### config.mk
export PLATFORM = sky130hd
export DESIGN_NAME = vpu_fp_add_arbiter
export DESIGN_NICKNAME = d
export VERILOG_FILES = /design/src/rtl/vpu_fp_add_arbiter.sv
export SDC_FILE = /design/constraint.sdc
export NUM_CORES = 1
export LEC_CHECK = 0
export BUFFER_PORTS_ARGS = -buffer_cell sky130_fd_sc_hd__buf_2
export CORE_AREA = 2 2 163 165
export DETAILED_ROUTE_END_ITERATION = 6
export DIE_AREA = 0 0 165 167
export GPL_TIMING_DRIVEN = 0
export PLACE_DENSITY = 0.37
export SLEW_MARGIN = 30
export SYNTH_ARGS = -nofsm -noshare
export SYNTH_HDL_FRONTEND = slang
export SYNTH_SLANG_ARGS = --single-unit
### constraint.sdc
create_clock -name clk -period 4.6 [get_ports clk]
set_input_delay 0 -clock clk [delete_from_list [all_inputs] [get_ports clk]]
set_output_delay 0 -clock clk [all_outputs]
set_load 0.02 [all_outputs]
### src/rtl/vpu_fp_add_arbiter.sv
// vpu_fp_add_arbiter
// Shares one pipelined FP add/sub core between NUM_REQ requesters. Each cycle a
// round-robin arbiter grants at most one request. A fixed-latency tag pipeline
// remembers which requester owns each operation, and the core result is steered
// back to that requester. A sticky error flag is set when the core output timing
// disagrees with the tag pipeline.
//
// Ports:
//   clk, rst_n            clock, synchronous active-low reset
//   req_valid_i/ready_o   per-requester handshake (ready is the one-hot grant)
//   req_a_i/b_i/sub_i     per-requester operands and add/sub select (slice i)
//   add_tvalid_o/a/b/op   core input side (tvalid, A, B, operation)
//   add_result_tvalid_i   core result strobe
//   add_result_tdata_i    core result data
//   rsp_valid_o           one-hot result strobe to the owning requester
//   rsp_data_o            shared result data bus
//   busy_o                an operation is in flight
//   err_o                 sticky tag/result mismatch
module vpu_fp_add_arbiter #(
  parameter int unsigned NUM_REQ       = 4,
  parameter int unsigned OPERAND_WIDTH = 32,
  parameter int unsigned ADD_LATENCY   = 11
) (
  input  logic                             clk,
  input  logic                             rst_n,
  input  logic [NUM_REQ-1:0]               req_valid_i,
  output logic [NUM_REQ-1:0]               req_ready_o,
  input  logic [NUM_REQ*OPERAND_WIDTH-1:0] req_a_i,
  input  logic [NUM_REQ*OPERAND_WIDTH-1:0] req_b_i,
  input  logic [NUM_REQ-1:0]               req_sub_i,
  output logic                             add_tvalid_o,
  output logic [OPERAND_WIDTH-1:0]         add_a_o,
  output logic [OPERAND_WIDTH-1:0]         add_b_o,
  output logic [7:0]                       add_op_o,
  input  logic                             add_result_tvalid_i,
  input  logic [OPERAND_WIDTH-1:0]         add_result_tdata_i,
  output logic [NUM_REQ-1:0]               rsp_valid_o,
  output logic [OPERAND_WIDTH-1:0]         rsp_data_o,
  output logic                             busy_o,
  output logic                             err_o
);

  localparam int unsigned ID_W    = (NUM_REQ > 1) ? $clog2(NUM_REQ) : 1;
  localparam int unsigned DRAIN_W = $clog2(ADD_LATENCY + 1);

  logic [ID_W-1:0]                   rr_ptr_q, rr_ptr_d;
  logic [ADD_LATENCY-1:0]            tag_v_q, tag_v_d;
  logic [ADD_LATENCY-1:0][ID_W-1:0]  tag_id_q, tag_id_d;
  logic [DRAIN_W-1:0]                drain_q, drain_d;
  logic                              err_q, err_d;

  logic                              arb_en;
  logic                              gnt_any;
  logic [ID_W-1:0]                   gnt_id;
  logic                              tag_last_v;
  logic [ID_W-1:0]                   tag_last_id;

  // Issue is blocked in reset and while stale core results may still drain out.
  assign arb_en = rst_n && (drain_q == '0);

  // Round-robin search starting at rr_ptr with wrap-around.
  always_comb begin
    int unsigned idx;
    gnt_any = 1'b0;
    gnt_id  = '0;
    idx     = 0;
    for (int unsigned k = 0; k < NUM_REQ; k++) begin
      idx = (32'(rr_ptr_q) + k) % NUM_REQ;
      if (arb_en && !gnt_any && req_valid_i[idx]) begin
        gnt_any = 1'b1;
        gnt_id  = ID_W'(idx);
      end
    end
  end

  // Grant and core input steering.
  always_comb begin
    req_ready_o  = '0;
    add_tvalid_o = gnt_any;
    add_a_o      = '0;
    add_b_o      = '0;
    add_op_o     = 8'h00;
    if (gnt_any) begin
      req_ready_o = NUM_REQ'(1) << gnt_id;
      add_a_o     = req_a_i[32'(gnt_id)*OPERAND_WIDTH +: OPERAND_WIDTH];
      add_b_o     = req_b_i[32'(gnt_id)*OPERAND_WIDTH +: OPERAND_WIDTH];
      add_op_o    = {7'b0, req_sub_i[gnt_id]};
    end
  end

  assign tag_last_v  = tag_v_q[ADD_LATENCY-1];
  assign tag_last_id = tag_id_q[ADD_LATENCY-1];

  // Result steering; nothing is delivered during reset or for untagged results.
  always_comb begin
    rsp_valid_o = '0;
    rsp_data_o  = add_result_tdata_i;
    busy_o      = rst_n && (|tag_v_q);
    err_o       = err_q;
    if (rst_n && tag_last_v && add_result_tvalid_i) begin
      rsp_valid_o = NUM_REQ'(1) << tag_last_id;
    end
  end

  // Next-state: pointer, tag shift register, drain counter, sticky error.
  always_comb begin
    rr_ptr_d = rr_ptr_q;
    tag_v_d  = '0;
    tag_id_d = '0;
    drain_d  = drain_q;
    err_d    = err_q;

    if (gnt_any) begin
      rr_ptr_d = (gnt_id == ID_W'(NUM_REQ - 1)) ? '0 : gnt_id + ID_W'(1);
    end

    tag_v_d[0]  = gnt_any;
    tag_id_d[0] = gnt_id;
    for (int unsigned i = 1; i < ADD_LATENCY; i++) begin
      tag_v_d[i]  = tag_v_q[i-1];
      tag_id_d[i] = tag_id_q[i-1];
    end

    if (drain_q != '0) begin
      drain_d = drain_q - DRAIN_W'(1);
    end else if (add_result_tvalid_i != tag_last_v) begin
      err_d = 1'b1;
    end
  end

  always_ff @(posedge clk) begin
    if (!rst_n) begin
      rr_ptr_q <= '0;
      tag_v_q  <= '0;
      tag_id_q <= '0;
      drain_q  <= DRAIN_W'(ADD_LATENCY);
      err_q    <= 1'b0;
    end else begin
      rr_ptr_q <= rr_ptr_d;
      tag_v_q  <= tag_v_d;
      tag_id_q <= tag_id_d;
      drain_q  <= drain_d;
      err_q    <= err_d;
    end
  end

endmodule

# == Word level (Yosys, flattened, before mapping) ==
# Index checks and enable logic that the tools add are counted.
# op_classes
addsub,5
n_reduce_logical,18
n_shift,4
n_mux,24
magnitude_cmp,5
n_bitwise,1
n_eq_ne,2
# op_table
operator,n
$shiftx A128 B8 Y32,2
$mux W32,2
$lt A2 B3 Y1 const B,5
$logic_and A1 B1 Y1,11
$reduce_or A11 Y1,1
$bmux W1 S2,5
$mux W1,10
$mux W2,5
$mux W4,2
$shl A1 B2 Y4 const A,2
$add A2 B1 Y2 const B,2
$add A2 B2 Y2 const B,2
$logic_not A4 Y1,1
$reduce_bool A4 Y1,1
$sub A4 B1 Y4 const B,1
$logic_not A1 Y1,3
$eq A2 B2 Y1 const B,1
$reduce_and A2 Y1,1
$ne A1 B1 Y1,1
$not A1 Y1,1
# word_totals
in_bits,299
regBits,40

# == Longest topological paths before layout ==
# Gate-level depths: netlist of run 1.
# depth
depth_word,19
depth_mapped,12
mapped_depth_nobuf,9

# == Worst setup path after synthesis of run 1 ==
# No wires, ideal clock.
# synth_path
path_kind,register -> register
startpoint,reg drain_q[0]
endpoint,reg rr_ptr_q[0]
arrival_ps,2296
slack_ps,2234
path_stages_with_launch,13
required_time_ps,4530
cell_sequence,dfxtp_1 inv_1 ha_1 nor3b_4 nand2_2 or2_2 clkbuf_1 buf_2 buf_2 inv_1 ha_1 or3_2 a21oi_1
# synth_between
elab_chain_len,18
# synth_lines
item,line,text
"start, declared",49,"logic [DRAIN_W-1:0] drain_q, drain_d;"
"start signal, assigned",136,drain_q <= DRAIN_W'(ADD_LATENCY);
"start signal, assigned",142,drain_q <= drain_d;
$logic_not A4 Y1 *,59,assign arb_en = rst_n && (drain_q == '0);
$logic_and A1 B1 Y1 *,59,
$logic_and A1 B1 Y1,69,if (arb_en && !gnt_any && req_valid_i[idx]) begin
$mux W1,69,
$logic_not A1 Y1,69,
$logic_and A1 B1 Y1 (2 in a row),69,
$mux W1,69,
$logic_not A1 Y1,69,
$logic_and A1 B1 Y1 (2 in a row),69,
$mux W1,69,
$logic_not A1 Y1,69,
$logic_and A1 B1 Y1 (2 in a row),69,
$mux W2,69,
$add A2 B1 Y2 or $eq A2 B2 Y1 (tied branches),114,rr_ptr_d = (gnt_id == ID_W'(NUM_REQ - 1)) ? '0 : gnt_id + ID_W'(1);
$mux W2,114,
"end signal, assigned",139,rr_ptr_q <= rr_ptr_d;
"end, declared",46,"logic [ID_W-1:0] rr_ptr_q, rr_ptr_d;"
# Mark *: on every way between the ends. The rest lies on a longest branch, timed or not.
# A chain may end at the register's enable or synchronous reset.

# == Final worst setup path of run 1 ==
# Ends and elaborated chain as after synthesis.

==> results of run 1 <==
[cell usage after synthesis (all sizes together), types with 2 or more instances]
master and number:
mux2i 132, clkbuf 11, inv 8, and2 32, ha 3, nor3 5, dfxtp 40, nand2 5
buf 62, o22ai 66, nor4 5, a21oi 5, nor2 11, or3 3, mux2 2
[placed cells by master (no fill, tap or decap), types with 2 or more instances in the layout]
cell type    n
buf_6        2
dfxtp_1     40
nor2_1      11
clkbuf_16    5
nand2_1      4
conb_1       7
and2_1      31
ha_1         3
mux2_2       2
o22ai_1     66
nor4_1       4
buf_2      383
clkbuf_1    12
buf_4       44
mux2i_1    132
buf_12       6
inv_1        8
nor3_1       5
or3_2        2
a21oi_1      5
[worst reg2reg max path: stages, from the launching register on]
cell and delay, ps:
dfxtp_1 320, inv_1 70, ha_1 230, nor3b_4 190
nand2_2 130, or2_2 120, clkbuf_1 420, buf_2 420
buf_2 340, inv_1 80, ha_1 190, or3_2 480
a21oi_1 120
[power by group]
| part | internal (mW) | total, mW | switching [mW] |
|---|---|---|---|
| sequential | 0.350 | 0.352 | 0.00215 |
| clock | 0.216 | 0.344 | 0.129 |
| combinational | 0.168 | 0.302 | 0.134 |
| total | 0.733 | 0.998 | 0.264 |
[registers in the layout, summed over array words and instances (netlist names)]
name,count
tag_id_d,20
err_o,1
drain_q,4
rr_ptr_q,2
tag_v_q,11
tag_last_id,2
[stage by stage]
step | power [mW] | hold WS, ps | util | instances
final | 0.998 | 20.3 | 0.237 | 1125
after detailed placement | 0.664 | 219 | 0.231 | 1116
after CTS | 1.01 | 22.0 | 0.237 | 1124
after global placement | 0.662 | 219 | 0.231 | 1116
after global routing | 1.05 | 52.7 | 0.237 | 1125
after floorplan | 0.510 | 113 | - | 408
[per-layer routing]
layer / vias to the layer above / routed length (um) / track usage
met5: - / 33 / 0
met4: 4 / 128 / 0.0147
met3: 15 / 1570 / 0.0341
met2: 197 / 10500 / 0.255
met1: 2024 / 7310 / 0.148
li1: 2202 / - / -
[final cells by class]
class	instances	share of cell area
Clock inverter	1	0.00123
Buffer	73	0.0923
Multi-Input combinational cell	287	0.373
Clock buffer	7	0.0233
Inverter	8	0.00491
Antenna cell	1	0.000409
Tap cell	335	0.0685
Sequential cell	40	0.131
Timing Repair Buffer	373	0.305
[final timing paths]
kind	startpoint	endpoint	slack [ps]	cells past startpoint
hold / removal	req_valid_i[2]	tag_v_q[0]	20	3
setup reg to reg	drain_q[0]	rr_ptr_q[0]	1440	12
hold reg to reg	tag_id_d[11]	tag_id_d[13]	430	1
setup / recovery	drain_q[0]	rr_ptr_q[0]	1440	12
[kinds of logic after synthesis]
| family | Yosys count | synth area share |
|---|---|---|
| buffers and inverters | 81 | 0.163 |
| AO/OA/AOI/OAI | 75 | 0.127 |
| flip-flops | 40 | 0.219 |
| adder cells (fa/ha/maj) | 3 | 0.0103 |
| XOR/XNOR | 2 | 0.00480 |
| multiplexers | 134 | 0.368 |
| other | 1 | 0.00103 |
| AND/OR/NAND/NOR | 66 | 0.107 |
==> summary.md, run 1 <==
| Metric | Value |
|---|---|
| RSZ-0062 raised after global routing | no |
| Crit-path max FO | 10 |
| Die Y | 167 um |
| Max-Slew Margin vs Limit | 0.358 |
| EDFF count, synth | 0 |
| Power per cell area | 163 nW/um^2 |
| Area growth syn-to-layout | 67.4% |
| Max Slew Vio Count | 0 |
| Register area | 801 sq um |
| CP bufs+invs | 5 |
| Mean post-synth cell area | 9.09 sq um |
| Setup violators final | 0 |
| Setup WS pre-CTS | 1260 ps |
| GRT Util Overall | 0.133 |
| Post-Syn Area | 3650 sq um |
| Worst skew pair latency | 280 ps |
| Final Hold Vio Count | 0 |
| Port Buffers | 373 |
| Initial antenna violation count | 5 |
| GRT overflow | 0 |
| Post-route minimum period | 3160 ps |
| Dpl hpwl | 16800 um |
| Area fraction of the dominant cell type after synthesis | 0.362 |
| Max VDD drop | 113 uV |
| Worst-Margin Slew | 962 ps |
| Clock root buffer master | clkbuf_16 |
| Synth Register Bits | 40 |
| Max Cap Viol | 0 |
| Largest cells by area after synthesis | mux2i_1, dfxtp_1, o22ai_1, buf_4, and2_1 |
| Num Clock Sinks | 40 |
| Delay-heaviest family, CP | buffers and inverters |
| H-tree depth | 2 |
| CTS Hold Buffers Added | 0 |
| Crit path required time | 4820 ps |
| TritonRoute pass-1 iters | 4 |
| Largest net degree at the start of global routing | 13 |
| Die Wd | 165 um |
| Vias/cell | 3.95 |
| CTS tree | yes |
| Largest area contributor in the netlist | mux2i_1 |
| Clk_skew | 6.32 ps |
| Post-route cell area | 6110 sq um |
| Via count | 4442 |
| Hold Crit Class | in2reg |
| Fillers | 2909 |
| Ratio of final minimum period to clock period | 0.687 |
| Initial Util | 0.142 |
| Multi-input logic area | 2280 sq um |
| Core ar. | 25800 sq um |
| Synth Flop Type | dfxtp_1 |
| TNS Setup | 0 ps |
| Antenna viol nets, final | 0 |
| Nets | 1090 |
| Critical Path End Type | register |
| Post-DP Area | 5960 sq um |
| F_max | 317 MHz |
| Placer Congestion | 0.890 |
| Setup Buffers After CTS | 0 |
| Share of layout cells above drive strength 1 | 0.572 |
| Asr flop ratio synth | 0 |
| CP Cell Sequence | inv_1 > ha_1 > nor3b_4 > nand2_2 > or2_2 > clkbuf_1 > buf_2 > buf_2 > inv_1 > ha_1 > or3_2 > a21oi_1 |
| Register area share after synthesis | 0.219 |
| Synth warn | 0 |
| Top Ports | 414 |
| DR WL/cell | 17.4 um |
| Status | finished, final reports clean |
| Vias in the first global route | 4519 |
| Clock buffer depth | 2 |
| TritonCTS buffer count | 5 |
| Crit Path Class | reg2reg |
| CP max stage cell | or3_2 |
| Leak pwr | 3.07 nW |
| Die area | 27600 sq um |
| Placement row count | 59 |
| Post-Synthesis Cells | 402 |
| First-pass GRT wire length | 27200 um |
| Worst setup slack after layout | 1440 ps |
| Worst-path clk slew | 60 ps |
| Post-CTS sizing | 0 |
| Post-synthesis cell type count | 34 |
| DRC Markers | 0 |
| Final WL | 19600 um |
| Arr. time, crit path | 3380 ps |
| Worst setup SP type | register |
| Crit path largest cell delay | 480 ps |
| Initial DRC count | 136 |
No activity file was read; power rests on OpenSTA's default activity.
==> inputs of run 2 (changes only) <==
==> constraint.sdc (replaced) <==
create_clock -name clk -period 3.25 [get_ports clk]
set_input_delay 0 -clock clk [delete_from_list [all_inputs] [get_ports clk]]
set_output_delay 0 -clock clk [all_outputs]
set_load 0.02 [all_outputs]
==> summary.md, run 2 (synthesis gave the netlist of run 1 again) <==
| Metric | Value |
|---|---|
| Status | finished, final reports clean (unchanged) |
| Worst Hold Path Cells | 3 (unchanged) |
| Delay-heaviest family, CP | simple AND/OR/NAND/NOR gates (was buffers and inverters) |
| Placer Congestion | 0.890 (unchanged) |
| CP Cell Sequence | inv_1 > ha_1 > nor3b_4 > nand2_2 > nor2_1 > nand2_1 > buf_2 > buf_2 > o22ai_1 > buf_2 (was inv_1 > ha_1 > nor3b_4 > nand2_2 > or2_2 > clkbuf_1 > buf_2 > buf_2 > inv_1 > ha_1 > or3_2 > a21oi_1) |
| Die Wd | 165 um (unchanged) |
| First-pass GRT wire length | 27200 um (about the same) |
| Leak pwr | 3.07 nW (about the same) |
| Final Hold Vio Count | 0 (unchanged) |
| Max Cap Viol | 0 (unchanged) |
| Initial DRC count | 127 (was 136) |
| CTS tree | yes (unchanged) |
| Reg2Reg Depth | 11 (was 12) |
| Setup Buffers After CTS | 0 (unchanged) |
| Placed Instances | 1116 (unchanged) |
| Antenna viol nets, final | 0 (unchanged) |
| Initial Util | 0.142 (unchanged) |
| Post-DP Area | 5960 sq um (unchanged) |
| Largest net degree at the start of global routing | 13 (unchanged) |
| Core ar. | 25800 sq um (unchanged) |
| Die Y | 167 um (unchanged) |
| Clk_skew | 6.30 ps (was 6.32 ps) |
| Top Ports | 414 (unchanged) |
| Crit-path max FO | 10 (unchanged) |
| Post-route minimum period | 2940 ps |
| Setup violators final | 0 (unchanged) |
| RSZ-0062 raised after global routing | no (unchanged) |
| DR WL/cell | 17.4 um (about the same) |
| F_max | 340 MHz |
| Max Slew Vio Count | 0 (unchanged) |
| Max-Slew Margin vs Limit | 0.403 (was 0.358) |
| TritonCTS buffer count | 5 (unchanged) |
| Final WL | 19500 um (was 19600 um) |
| Dpl hpwl | 16800 um (unchanged) |
| Die area | 27600 sq um (unchanged) |
| Worst-Margin Slew | 895 ps (was 962 ps) |
| Hold_sp | req_valid_i[2] (unchanged) |
| Crit Path Class | reg2out (was reg2reg) |
| Worst setup SP type | register (unchanged) |
| H-tree depth | 2 (unchanged) |
| Worst hold endpoint | tag_v_q[0] (unchanged) |
| Arr. time, crit path | 2940 ps (was 3380 ps) |
| Initial antenna violation count | 5 (unchanged) |
| Worst skew pair latency | 280 ps (about the same) |
| CP dominant cell by count | buf_2 |
| Post-route cell area | 6110 sq um (about the same) |
| Ratio of final minimum period to clock period | 0.904 |
| Power per cell area | 231 nW/um^2 (was 163 nW/um^2) |
| Num Clock Sinks | 40 (unchanged) |
| Via count | 4447 (was 4442) |
| Crit path required time | 3250 ps (was 4820 ps) |
| GRT Util Overall | 0.132 (was 0.133) |
| Clock root buffer master | clkbuf_16 (unchanged) |
| CP max stage cell | nor3b_4 (was or3_2) |
| Placement row count | 59 (unchanged) |
| Vias/cell | 3.96 (was 3.95) |
| Post-CTS sizing | 0 (unchanged) |
| Worst reg2reg path startpoint | drain_q[0] (unchanged) |
| Commonest non-fill, non-tap cell in the layout | buf_2 (unchanged) |
| Port Buffers | 373 (unchanged) |
| Crit path largest cell delay | 350 ps (was 480 ps) |
| Share of layout cells above drive strength 1 | 0.572 (about the same) |
| Critical Path End Type | primary output (was register) |
| Flop2flop setup slack | 410 ps (was 1440 ps) |
| GRT overflow | 0 (unchanged) |
| DRC Markers | 0 (unchanged) |
| Vias in the first global route | 4516 (was 4519) |
| Hold Crit Class | in2reg (unchanged) |
| CTS Hold Buffers Added | 0 (unchanged) |
| CP bufs+invs | 4 (was 5) |
| Cell Count, Final, Fillers Out | 1124 (was 1125) |
| Area growth syn-to-layout | 67.3% (was 67.4%) |
| Worst r2r dst | rr_ptr_q[0] (unchanged) |
| Max VDD drop | 160 uV (was 113 uV) |
| Fillers | 2909 (unchanged) |
| Nets | 1089 (was 1090) |
| TritonRoute pass-1 iters | 4 (unchanged) |
| Worst-path clk slew | 60 ps (about the same) |
| Clock buffer depth | 2 (unchanged) |
| Largest register FFs | 20 (unchanged) |
| Commonest non-fill, non-tap cells in the layout | buf_2, mux2i_1, o22ai_1 (unchanged) |
run 2: worst max-delay path by stage:
stage / slack, ps / from / cells past startpoint / end
3_5_place_dp: -90 / drain_q[0] / 12 / rr_ptr_q[0]
5_1_grt: 50 / drain_q[0] / 10 / add_b_o[30]
6_report: 310 / drain_q[0] / 10 / add_b_o[30]
4_1_cts: 240 / drain_q[0] / 10 / add_b_o[29]
3_3_place_gp: -70 / drain_q[0] / 12 / rr_ptr_q[0]
2_1_floorplan: 880 / drain_q[0] / 12 / rr_ptr_q[0]
run 2: area by class of cell:
class,instances,area (sq um),share of cell area
multi-input cells,287,2280,0.373
repair buffers,373,1870,0.305
flip-flops and latches,40,801,0.131
plain buffers,72,561,0.0917
well taps,335,419,0.0686
clock buffers,7,143,0.0233
inverters,8,30.0,0.00491
clock inverters,1,7.51,0.00123
diodes,1,2.50,0.000410
run 2: worst min-delay path, cell delays in order:
cell    delay (ps)
buf_2          110
nor4_1          70
nor2_1          80
run 2: through the flow:
stage / power (mW) / TNS, ps / utilization / setup WS (ps) / hold WS [ps]
final: 1.41 / 0 / 0.237 / 313 / 20.3
after detailed placement: 0.939 / -87.2 / 0.231 / -87.2 / 219
after global routing: 1.49 / 0 / 0.237 / 52.5 / 52.7
after CTS: 1.43 / 0 / 0.237 / 240 / 22.0
after global placement: 0.937 / -74.5 / 0.231 / -74.5 / 219
after floorplan: 0.722 / 0 / - / 884 / 113
run 2: layer usage:
| metal | part of all wire | GRT usage |
|---|---|---|
| met1 | 0.38 | 0.148 |
| met2 | 0.54 | 0.255 |
| met3 | 0.076 | 0.0341 |
| met4 | 0.0066 | 0.0147 |
| met5 | 0.0017 | 0 |
run 2: power by group:
group,internal [mW],switching [mW],leakage [nW]
combinational,0.238,0.189,2.67
sequential,0.495,0.00305,0.323
clock,0.305,0.182,0.0701
total,1.04,0.374,3.07
==> inputs of run 3 (changes only) <==
--- a/config.mk
+++ b/config.mk
@@ -11,6 +11,7 @@
 export DIE_AREA = 0 0 165 167
 export GPL_TIMING_DRIVEN = 0
 export PLACE_DENSITY = 0.37
+export REMOVE_ABC_BUFFERS = 1
 export SLEW_MARGIN = 30
 export SYNTH_ARGS = -nofsm -noshare
 export SYNTH_HDL_FRONTEND = slang
==> summary.md, run 3 (synthesis gave the netlist of run 1 again) <==
| Metric | Value |
|---|---|
| CP bufs+invs | 8 (was 4) |
| Initial Util | 0.142 (unchanged) |
| Worst skew pair latency | 280 ps (about the same) |
| Worst setup SP type | register (unchanged) |
| Critical Path End Type | primary output (unchanged) |
| Worst hold endpoint | rsp_data_o[23] (was tag_v_q[0]) |
| Commonest non-fill, non-tap cells in the layout | buf_2, mux2i_1, o22ai_1 (unchanged) |
| Worst reg2reg path startpoint | drain_q[0] (unchanged) |
| Flop2flop setup slack | 960 ps (was 410 ps) |
| GRT Util Overall | 0.118 (was 0.132) |
| Core ar. | 25800 sq um (unchanged) |
| CP Cell Sequence | mux2i_1 > nor2_1 > nor3_2 > buf_6 > buf_4 > buf_4 > buf_4 > buf_6 > buf_4 > buf_4 > mux2i_1 > o22ai_1 > buf_2 (was inv_1 > ha_1 > nor3b_4 > nand2_2 > nor2_1 > nand2_1 > buf_2 > buf_2 > o22ai_1 > buf_2) |
| Die Y | 167 um (unchanged) |
| Fillers | 2910 (was 2909) |
| Dpl hpwl | 14600 um (was 16800 um) |
| Hold Crit Class | in2out (was in2reg) |
| Hold_sp | add_result_tdata_i[23] (was req_valid_i[2]) |
| TritonCTS buffer count | 5 (unchanged) |
| Nets | 1015 (was 1089) |
| Setup violators final | 0 (unchanged) |
| Largest net degree at the start of global routing | 53 (was 13) |
| Ratio of final minimum period to clock period | 0.913 (was 0.904) |
| Final WL | 17100 um (was 19500 um) |
| Delay-heaviest family, CP | buffers and inverters (was simple AND/OR/NAND/NOR gates) |
| Post-route minimum period | 2970 ps (was 2940 ps) |
| Post-DP Area | 5500 sq um (was 5960 sq um) |
| Max Cap Viol | 0 (unchanged) |
| Die area | 27600 sq um (unchanged) |
| Power per cell area | 234 nW/um^2 (was 231 nW/um^2) |
| Crit-path max FO | 12 (was 10) |
| Largest register FFs | 20 (unchanged) |
| TNS Setup | 0 ps (unchanged) |
| CTS tree | yes (unchanged) |
| Worst Hold Path Cells | 0 (was 3) |
| Num Clock Sinks | 40 (unchanged) |
| Top Ports | 414 (unchanged) |
| Commonest non-fill, non-tap cell in the layout | buf_2 (unchanged) |
| Initial DRC count | 159 (was 127) |
| F_max | 337 MHz (was 340 MHz) |
| Share of layout cells above drive strength 1 | 0.545 (was 0.572) |
| DR WL/cell | 16.3 um (was 17.4 um) |
| Die Wd | 165 um (unchanged) |
| Vias in the first global route | 4335 (was 4516) |
| Crit path required time | 3250 ps (about the same) |
| Via count | 4180 (was 4447) |
| Placer Congestion | 0.772 (was 0.890) |
| Clock root buffer master | clkbuf_16 (unchanged) |
| CP startpoint | rr_ptr_q[1] (was drain_q[0]) |
| H-tree depth | 2 (unchanged) |
| Status | finished, final reports clean (unchanged) |
| Final Hold Vio Count | 0 (unchanged) |
| Antenna viol nets, final | 0 (unchanged) |
| Arr. time, crit path | 2970 ps (was 2940 ps) |
| Port Buffers | 342 (was 373) |
| Clock buffer depth | 2 (unchanged) |
| Worst-path clk slew | 60 ps (about the same) |
| Max Slew Vio Count | 0 (unchanged) |
| Worst r2r dst | rr_ptr_q[0] (unchanged) |
| Placement row count | 59 (unchanged) |
| Reg2Reg Depth | 9 (was 11) |
| Clk_skew | 2.22 ps (was 6.30 ps) |
| CP dominant cell by count | buf_4 (was buf_2) |
| TritonRoute pass-1 iters | 4 (unchanged) |
| DRC Markers | 0 (unchanged) |
| Leak pwr | 2.80 nW (was 3.07 nW) |
| GRT overflow | 0 (unchanged) |
| RSZ-0062 raised after global routing | no (unchanged) |
| CP max stage cell | dfxtp_2 (was nor3b_4) |
| Area growth syn-to-layout | 55.7% (was 67.3%) |
| First-pass GRT wire length | 25000 um (was 27200 um) |
| Max VDD drop | 275 uV (was 160 uV) |
| Initial antenna violation count | 1 (was 5) |
| Post-route cell area | 5690 sq um (was 6110 sq um) |
| Crit Path Class | reg2out (unchanged) |
| Vias/cell | 3.98 (was 3.96) |
| Crit path largest cell delay | 380 ps (was 350 ps) |
[run 3: changes by cell type in the layout (fill, tap and decap cells not counted), sizes merged]
cell and delta:
clkbuf -9, clkinvlp -1, buf -64
[run 3: worst max-delay path by stage]
stage                        endpoint  slack, ps  cells past startpoint
final                     add_b_o[21]        280                     13
after global routing      add_b_o[20]         40                     11
after CTS                 add_b_o[11]          5                     14
after detailed placement  add_b_o[16]       -290                     14
after global placement    add_a_o[20]      -9110                      6
after floorplan           add_a_o[16]      -4700                      5
[run 3: report_power, final]
part	switching [mW]	total, mW	internal, mW	leakage [nW]
registers	0.00324	0.498	0.495	0.323
logic	0.140	0.346	0.206	2.41
clock network	0.182	0.488	0.306	0.0712
total	0.325	1.33	1.01	2.80
[run 3: cell type report]
| type | instances | area, sq um | area share |
|---|---|---|---|
| multi-input combinational | 287 | 2300 | 0.405 |
| tap | 335 | 419 | 0.0737 |
| timing repair buffer | 371 | 1980 | 0.349 |
| inverter | 8 | 30.0 | 0.00528 |
| clock buffer | 8 | 146 | 0.0257 |
| sequential | 40 | 802 | 0.141 |
| antenna | 1 | 2.50 | 0.000440 |
[run 3: what timing repair did]
| action | in CTS | in global routing |
|---|---|---|
| hold buffers | 0 | 0 |
| pin swaps | 2 | 2 |
| gates resized for setup | 0 | 4 |
| setup endpoints to repair | 36 | 23 |
| setup buffers | 3 | 4 |
[run 3: routing by layer]
metal / track usage / wire, um / vias to the layer above
met5: 0 / 0 / -
met4: 0.0284 / 309 / 0
met3: 0.0563 / 1950 / 21
met2: 0.216 / 8920 / 197
met1: 0.118 / 5930 / 1907
li1: - / - / 2055
[run 3: through the flow]
step / util / power (mW) / hold slack [ps] / setup WS, ps / cells
3_3_place_gp: 0.203 / 0.875 / 0.149 / -9110 / 1012
3_5_place_dp: 0.213 / 0.852 / 0.149 / -291 / 1037
2_1_floorplan: - / 0.674 / 0 / -4700 / 335
4_1_cts: 0.220 / 1.35 / 0.149 / 5.18 / 1048
5_1_grt: 0.221 / 1.41 / 0.0998 / 35.5 / 1050
6_report: 0.221 / 1.33 / 0.115 / 282 / 1050
